`config.mk`:
```
export PLATFORM = sky130hd
export DESIGN_NAME = mul_seq_unit
export DESIGN_NICKNAME = d
export VERILOG_FILES = /design/src/rtl/mul_seq_unit.sv
export SDC_FILE = /design/constraint.sdc
export NUM_CORES = 1
export LEC_CHECK = 0
export BUFFER_PORTS_ARGS = -buffer_cell sky130_fd_sc_hd__buf_2
export CORE_ASPECT_RATIO = 0.9
export CORE_MARGIN = 3
export CORE_UTILIZATION = 35
export CTS_CLUSTER_DIAMETER = 50
export DETAILED_ROUTE_END_ITERATION = 16
export GPL_ROUTABILITY_DRIVEN = 0
export PLACE_DENSITY = 0.53
export RECOVER_POWER = 100
export SYNTH_ARGS = -nofsm -noshare
export SYNTH_HDL_FRONTEND = slang
export SYNTH_SLANG_ARGS = --single-unit
```
`constraint.sdc`:
```
create_clock -name clk -period 10 [get_ports clk]
set_clock_uncertainty 0.15 [all_clocks]
set_input_delay 0.5 -clock clk [delete_from_list [all_inputs] [get_ports clk]]
set_output_delay 0.5 -clock clk [all_outputs]
set_load 0.1 [all_outputs]
```
`src/rtl/mul_seq_unit.sv`:
```
// Iterative shift-add multiplier for the RV32 M-extension multiply ops.
// A sign/magnitude front end feeds an unsigned accumulate loop; the sign is reapplied on completion.
module mul_seq_unit #(
    parameter int unsigned WIDTH          = 32,
    parameter int unsigned BITS_PER_CYCLE = 1,
    parameter int unsigned EARLY_OUT      = 1
) (
    input  logic             clk,
    input  logic             reset,
    input  logic             start,
    input  logic [1:0]       op,
    input  logic [WIDTH-1:0] a_in,
    input  logic [WIDTH-1:0] b_in,
    output logic             busy,
    output logic             done,
    output logic [WIDTH-1:0] res_hi,
    output logic [WIDTH-1:0] res_lo,
    output logic [WIDTH-1:0] result
);

    localparam int unsigned ITER = WIDTH / BITS_PER_CYCLE;
    localparam int unsigned K    = $clog2(ITER + 1);

    typedef enum logic [1:0] {
        IDLE = 2'b00,
        RUN  = 2'b01,
        DONE = 2'b10
    } state_e;

    state_e               state_q, state_d;
    logic [2*WIDTH-1:0]   acc_q, acc_d;
    logic [2*WIDTH-1:0]   mcand_q, mcand_d;
    logic [WIDTH-1:0]     mplier_q, mplier_d;
    logic [K-1:0]         cnt_q, cnt_d;
    logic                 neg_q, neg_d;
    logic                 lo_sel_q, lo_sel_d;
    logic                 res_lo_sel_q, res_lo_sel_d;
    logic [2*WIDTH-1:0]   res_q, res_d;

    logic                 sign_a, sign_b;
    logic [WIDTH-1:0]     mag_a, mag_b;
    logic [2*WIDTH-1:0]   partial, acc_sum;
    logic [WIDTH-1:0]     mplier_sh;
    logic [K-1:0]         cnt_dec;

    always_ff @(posedge clk) begin
        if (reset) begin
            state_q      <= IDLE;
            acc_q        <= '0;
            mcand_q      <= '0;
            mplier_q     <= '0;
            cnt_q        <= '0;
            neg_q        <= 1'b0;
            lo_sel_q     <= 1'b0;
            res_lo_sel_q <= 1'b0;
            res_q        <= '0;
        end else begin
            state_q      <= state_d;
            acc_q        <= acc_d;
            mcand_q      <= mcand_d;
            mplier_q     <= mplier_d;
            cnt_q        <= cnt_d;
            neg_q        <= neg_d;
            lo_sel_q     <= lo_sel_d;
            res_lo_sel_q <= res_lo_sel_d;
            res_q        <= res_d;
        end
    end

    always_comb begin
        state_d      = state_q;
        acc_d        = acc_q;
        mcand_d      = mcand_q;
        mplier_d     = mplier_q;
        cnt_d        = cnt_q;
        neg_d        = neg_q;
        lo_sel_d     = lo_sel_q;
        res_lo_sel_d = res_lo_sel_q;
        res_d        = res_q;

        sign_a = a_in[WIDTH-1] & ((op == 2'b01) | (op == 2'b10));
        sign_b = b_in[WIDTH-1] & (op == 2'b01);
        mag_a  = sign_a ? ('0 - a_in) : a_in;
        mag_b  = sign_b ? ('0 - b_in) : b_in;

        partial = '0;
        for (int unsigned i = 0; i < BITS_PER_CYCLE; i++) begin
            if (mplier_q[i]) partial = partial + (mcand_q << i);
        end
        acc_sum   = acc_q + partial;
        mplier_sh = mplier_q >> BITS_PER_CYCLE;
        cnt_dec   = cnt_q - K'(1);

        case (state_q)
            IDLE, DONE: begin
                state_d = IDLE;
                if (start) begin
                    state_d  = RUN;
                    acc_d    = '0;
                    mcand_d  = {{WIDTH{1'b0}}, mag_a};
                    mplier_d = mag_b;
                    cnt_d    = K'(ITER);
                    neg_d    = sign_a ^ sign_b;
                    lo_sel_d = (op == 2'b00);
                end
            end
            RUN: begin
                acc_d    = acc_sum;
                mcand_d  = mcand_q << BITS_PER_CYCLE;
                mplier_d = mplier_sh;
                cnt_d    = cnt_dec;
                // Exit decision uses this cycle's updated values so the final add is included.
                if ((cnt_dec == '0) || ((EARLY_OUT != 0) && (mplier_sh == '0))) begin
                    state_d      = DONE;
                    res_d        = neg_q ? ('0 - acc_sum) : acc_sum;
                    res_lo_sel_d = lo_sel_q;
                end
            end
            default: state_d = IDLE;
        endcase
    end

    assign busy   = (state_q == RUN);
    assign done   = (state_q == DONE);
    assign res_hi = res_q[2*WIDTH-1:WIDTH];
    assign res_lo = res_q[WIDTH-1:0];
    // The select travels with the result so a newly accepted op does not re-steer held results.
    assign result = res_lo_sel_q ? res_lo : res_hi;

endmodule

```
### Yosys cells after proc, flatten, opt, wreduce, memory -nomap -nowiden

Index checks and enable logic that the tools add are counted.

| storage, ports and cells | value |
|---|---|
| register bits | 235 |
| bits of input ports | 69 |
| output and inout bits | 98 |
| logic and storage cells | 50 |

| cells by class | value |
|---|---|
| $add $sub $neg | 5 |
| equality and inequality tests | 6 |
| mux-type cells | 16 |
| bitwise logic cells | 4 |
| reductions and logical operators | 10 |

Operators by type and width:

| kind | count |
|---|---|
| $mux 64 | 4 |
| $pmux 64 s2 | 2 |
| $mux 32 | 4 |
| $add 64x64->64 | 1 |
| $pmux 32 s2 | 1 |
| $sub 1x32->32 const A | 2 |
| $sub 1x64->64 const A | 1 |
| $logic_not 32->1 | 1 |
| $pmux 6 s2 | 1 |
| $logic_not 6->1 | 1 |
| $mux 6 | 1 |
| $reduce_and 2->1 | 3 |
| $sub 6x1->6 const B | 1 |
| $eq 2x1->1 const B | 2 |
| $eq 2x2->1 const B | 2 |
| $logic_not 2->1 | 2 |
| $pmux 2 s2 | 1 |
| $and 1x1->1 | 2 |
| $mux 2 | 1 |
| $ne 2x1->1 const B | 1 |
| $ne 2x2->1 const B | 1 |
| $reduce_bool 2->1 | 1 |
| $reduce_or 2->1 | 1 |
| $logic_or 1x1->1 | 1 |
| 3 further kinds | 3 |

### Depth between registers and ports, before layout

| depth | value |
|---|---|
| word-level depth | 6 |
| gate-level depth with buffers | 19 |
| mapped depth without buffers | 16 |

### Worst setup path after synthesis

No wires, ideal clock.

| path | value |
|---|---|
| path type | register to register |
| start point | register mplier_q[0] |
| end point | register res_q[54] |
| library setup time | 0.086 ns |
| arrival time | 4.720 ns |
| required time | 9.764 ns |
| slack | 5.044 ns |
| stages on the path, launching flop included | 20 |
| buffers on the path | 3 |
| clock period less this slack | 4.956 ns |
| cell sequence | dfxtp_1 clkbuf_1 clkbuf_1 and2_1 ha_1 inv_1 fa_1 nand2b_1 a211oi_1 nor2_1 xnor2_1 or4_4 nor3b_4 nand3_1 or4_1 clkbuf_2 nor2_1 a41oi_1 xnor2_1 a211oi_1 |

| on the way | value |
|---|---|
| longest elaborated chain between the ends | 4 |

RTL lines:

| element | RTL line | text |
|---|---|---|
| start, declared | 33 | `logic [WIDTH-1:0] mplier_q, mplier_d;` |
| start signal, assigned | 61 | `mplier_q <= mplier_d;` |
| $mux 64 (*) | 88 | `if (mplier_q[i]) partial = partial + (mcand_q << i);` |
| $add 64x64->64 (*) | 90 | `acc_sum = acc_q + partial;` |
| $sub 1x64->64 | 115 | `res_d = neg_q ? ('0 - acc_sum) : acc_sum;` |
| $mux 64 (*) | 115 |  |
| end signal, assigned | 66 | `res_q <= res_d;` |
| end, declared | 38 | `logic [2*WIDTH-1:0] res_q, res_d;` |

Every way passes the cells marked *; elsewhere a longest branch is shown, timed or not.
A chain may end at the register's enable or synchronous reset.

### Worst setup path in the final report

| path | value |
|---|---|
| start point | register mplier_q[0] |
| end point | register res_q[60] |

The elaborated chain is that of the path after synthesis.

==> impl_metrics.ini <==
[synth]
ys_ff_latch = 235
syn-num-nets = 2373
async_flop_share = 0
synthAdderAreaFrac = 0.05290
ys_seq_area_frac = 0.2778
synth.distinct_cells = 91
synthMuxAreaShare = 0.02372
synth.avg_cell_area_um2 = 7.583
synth-simple-area-share = 0.2289
ys_warn_count = 0
synth_compound_area_frac = 0.2850
synth_edf_count = 0
synthXorXnorAreaFrac = 0.08534
synthCells = 2233
synth_area_um2 = 16930
synth_top_family_by_area = compound AO/OA/AOI/OAI gates
synth_ff_type = dfxtp_1

[floorplan]
die_h_um = 214.7
die_x_um = 237.9
io_pins = 167
coreArea_um2 = 47200
dieArea_um2 = 51060
placementRows = 75
start_util = 0.3588

[finish]
drive_above_1_share = 0.08416
final_cell_mix = nor2_1 (289), dfxtp_1 (235), nand2_1 (212)
area_growth_pct = 12.04
fillers = 4935
nNetsFinal = 2435
stdcell_area_um2 = 18970
seq_area_um2 = 4705
multi_input_area_um2 = 11440
stdcell_count = 2940
final_common_cell = nor2_1

[clocking]
cts_buffers = 31
cts_resized = 0
cts_setup_buffers = 0
cts.sinks = 235
htree_levels = 1
root_buffer = clkbuf_16
clk_pin_slew_ns = 0.06
clock_path_buffers = 3
tritoncts = done
clk_latency_ns = 0.57
cts_hold_buffers = 0

[sta]
finalCritPeriodShare = 0.7497
rsz0062_at_grt = no
worstMarginPinSlew_ns = 4.284
post-route-min-period_ns = 7.497
fin_tns_setup_ns = 0
setup_violations = 0
slew_headroom = -1.856
slew_violations = 527
setup_slack_ns = 2.503
max_freq_ghz = 0.1334
hold_viol = 0

[run_status]
violations = max-capacitance violations, max-slew violations
status = complete, but fails checks

[power_and_ir_drop]
power_density_nw_per_um2 = 135.0
leakage_nw = 7.164
peakVddDrop_mv = 0.1182
p_total_mw = 2.562

[setup_path]
critPathLaunchType = flop
cp-end-kind = flop
crit_type = flop to flop
cp_max_fo = 64
cp.required_ns = 10.11
r2r_slack_ns = 2.50
arrival_ns = 7.61

[route]
dr.pass1.iters = 8
vias = 17010
wirelength_um = 57420
drtIter0Drc = 1451
ant_nets = 0
drc = 0
detail_route.vias_per_cell = 5.786
post_drt_wl_per_cell_um = 19.53

[global_route]
grt_start_max_net_pins = 109
first_global_vias = 15960
grt_first_pass_wirelength_um = 89780
grt_usage = 0.2150
gr-total-overflow = 0
antenna_found_initial = 13

[placed_design]
place_inst = 2878
io_buffers = 166
pre_cts_ws_ns = 4.073
dpl_cell_area_um2 = 18070
hpwl_um = 44120

[min_path]
timing.hold.worst.class = input pin to flop

[job]
max_cap_viol_count = 8
## layout make-up
class                   count  share of cell area
diodes                      7           0.0009233
clock buffers              41             0.04551
clock inverters            14             0.01055
inverters                  40            0.007980
multi-input cells        1802              0.6030
flip-flops and latches    235              0.2480
well taps                 616             0.04063
repair buffers            185             0.04346
## synth_stat cells (11+ instances only)
cell type    n  area share
o21ai_1     11      0.0033
or3_1       14      0.0052
inv_1       39      0.0086
and2_1      78       0.029
xor2_1      73       0.038
o21a_1      17      0.0075
o211ai_1    13      0.0058
nor2_1     289       0.064
nor3_1      59       0.017
a31oi_1     25      0.0092
ha_1        70       0.052
a21o_1      28       0.012
o21bai_1    15      0.0067
a211oi_1    60       0.027
buf_2       29      0.0086
dfxtp_1    235        0.28
a22oi_1    147       0.065
o31ai_1     32       0.014
nand4_1     44       0.016
o21ai_0     78       0.023
nand2_1    212       0.047
or4_1       14      0.0062
nor4_1      25      0.0092
nand3_1     27      0.0080
a21oi_1    184       0.054
nand2b_1    13      0.0048
mux2_2      33       0.022
xnor2_1     92       0.048
clkbuf_1   117       0.026
## where the power goes
| group | total, mW | leakage [nW] | switching (mW) | internal [mW] |
|---|---|---|---|---|
| registers | 0.999 | 1.90 | 0.0299 | 0.969 |
| logic | 0.415 | 4.75 | 0.291 | 0.125 |
| clock network | 1.15 | 0.509 | 0.438 | 0.709 |
## sequential cells by signal, summed over array words and instances (netlist names)
register and count:
res_q 64, mplier_q 32, mcand_q 64, state_q 2, res_lo_sel_q 1, acc_q 64, cnt_q 6, neg_q 1
lo_sel_q 1
## final timing paths
kind	cells past startpoint	start	endpoint
worst max-delay path	17	mplier_q[0]	res_q[60]
worst min register to register	2	mplier_q[0]	mplier_q[0]
worst min-delay path	3	b_in[31]	mplier_q[31]
worst max register to register	17	mplier_q[0]	res_q[60]
## layer usage
| layer | global-route usage | wire (µm) | up-vias |
|---|---|---|---|
| li1 | - | - | 8309 |
| met2 | 0.3250 | 23760 | 617 |
| met1 | 0.3103 | 27370 | 7986 |
| met3 | 0.04424 | 4917 | 88 |
| met4 | 0.05535 | 1306 | 12 |
| met5 | 0 | 63 | - |
## cells by family after synthesis
logic type | count (synthesis)
buf+inv | 196
xor+xnor | 165
flops | 235
simple gates | 820
fa+ha+maj | 71
compound gates | 710
mux | 36
## stage by stage
step,utilization,hold WS [ns]
after CTS,0.4054,0.04788
after floorplan,-,0.2822
final,0.4019,0.07330
after global routing,0.4019,0.06633
after detailed placement,0.3828,0.2966
after global placement,0.3828,0.2944
## critical path, cell delays in order, from the launching register on
cell and delay, ns:
dfxtp_1 0.32, clkbuf_1 1.54, and2_0 0.28, ha_1 0.22
inv_1 0.07, fa_1 0.41, nand2b_1 0.20, a211oi_1 0.65
nor2_1 0.22, xnor2_1 0.23, or4_1 0.64, nor3b_4 0.34
nand3_1 0.18, or4_1 0.71, nor3_1 0.52, a31oi_1 0.19
xnor2_1 0.21, a211oi_1 0.09
No activity file was read; power rests on OpenSTA's default activity.
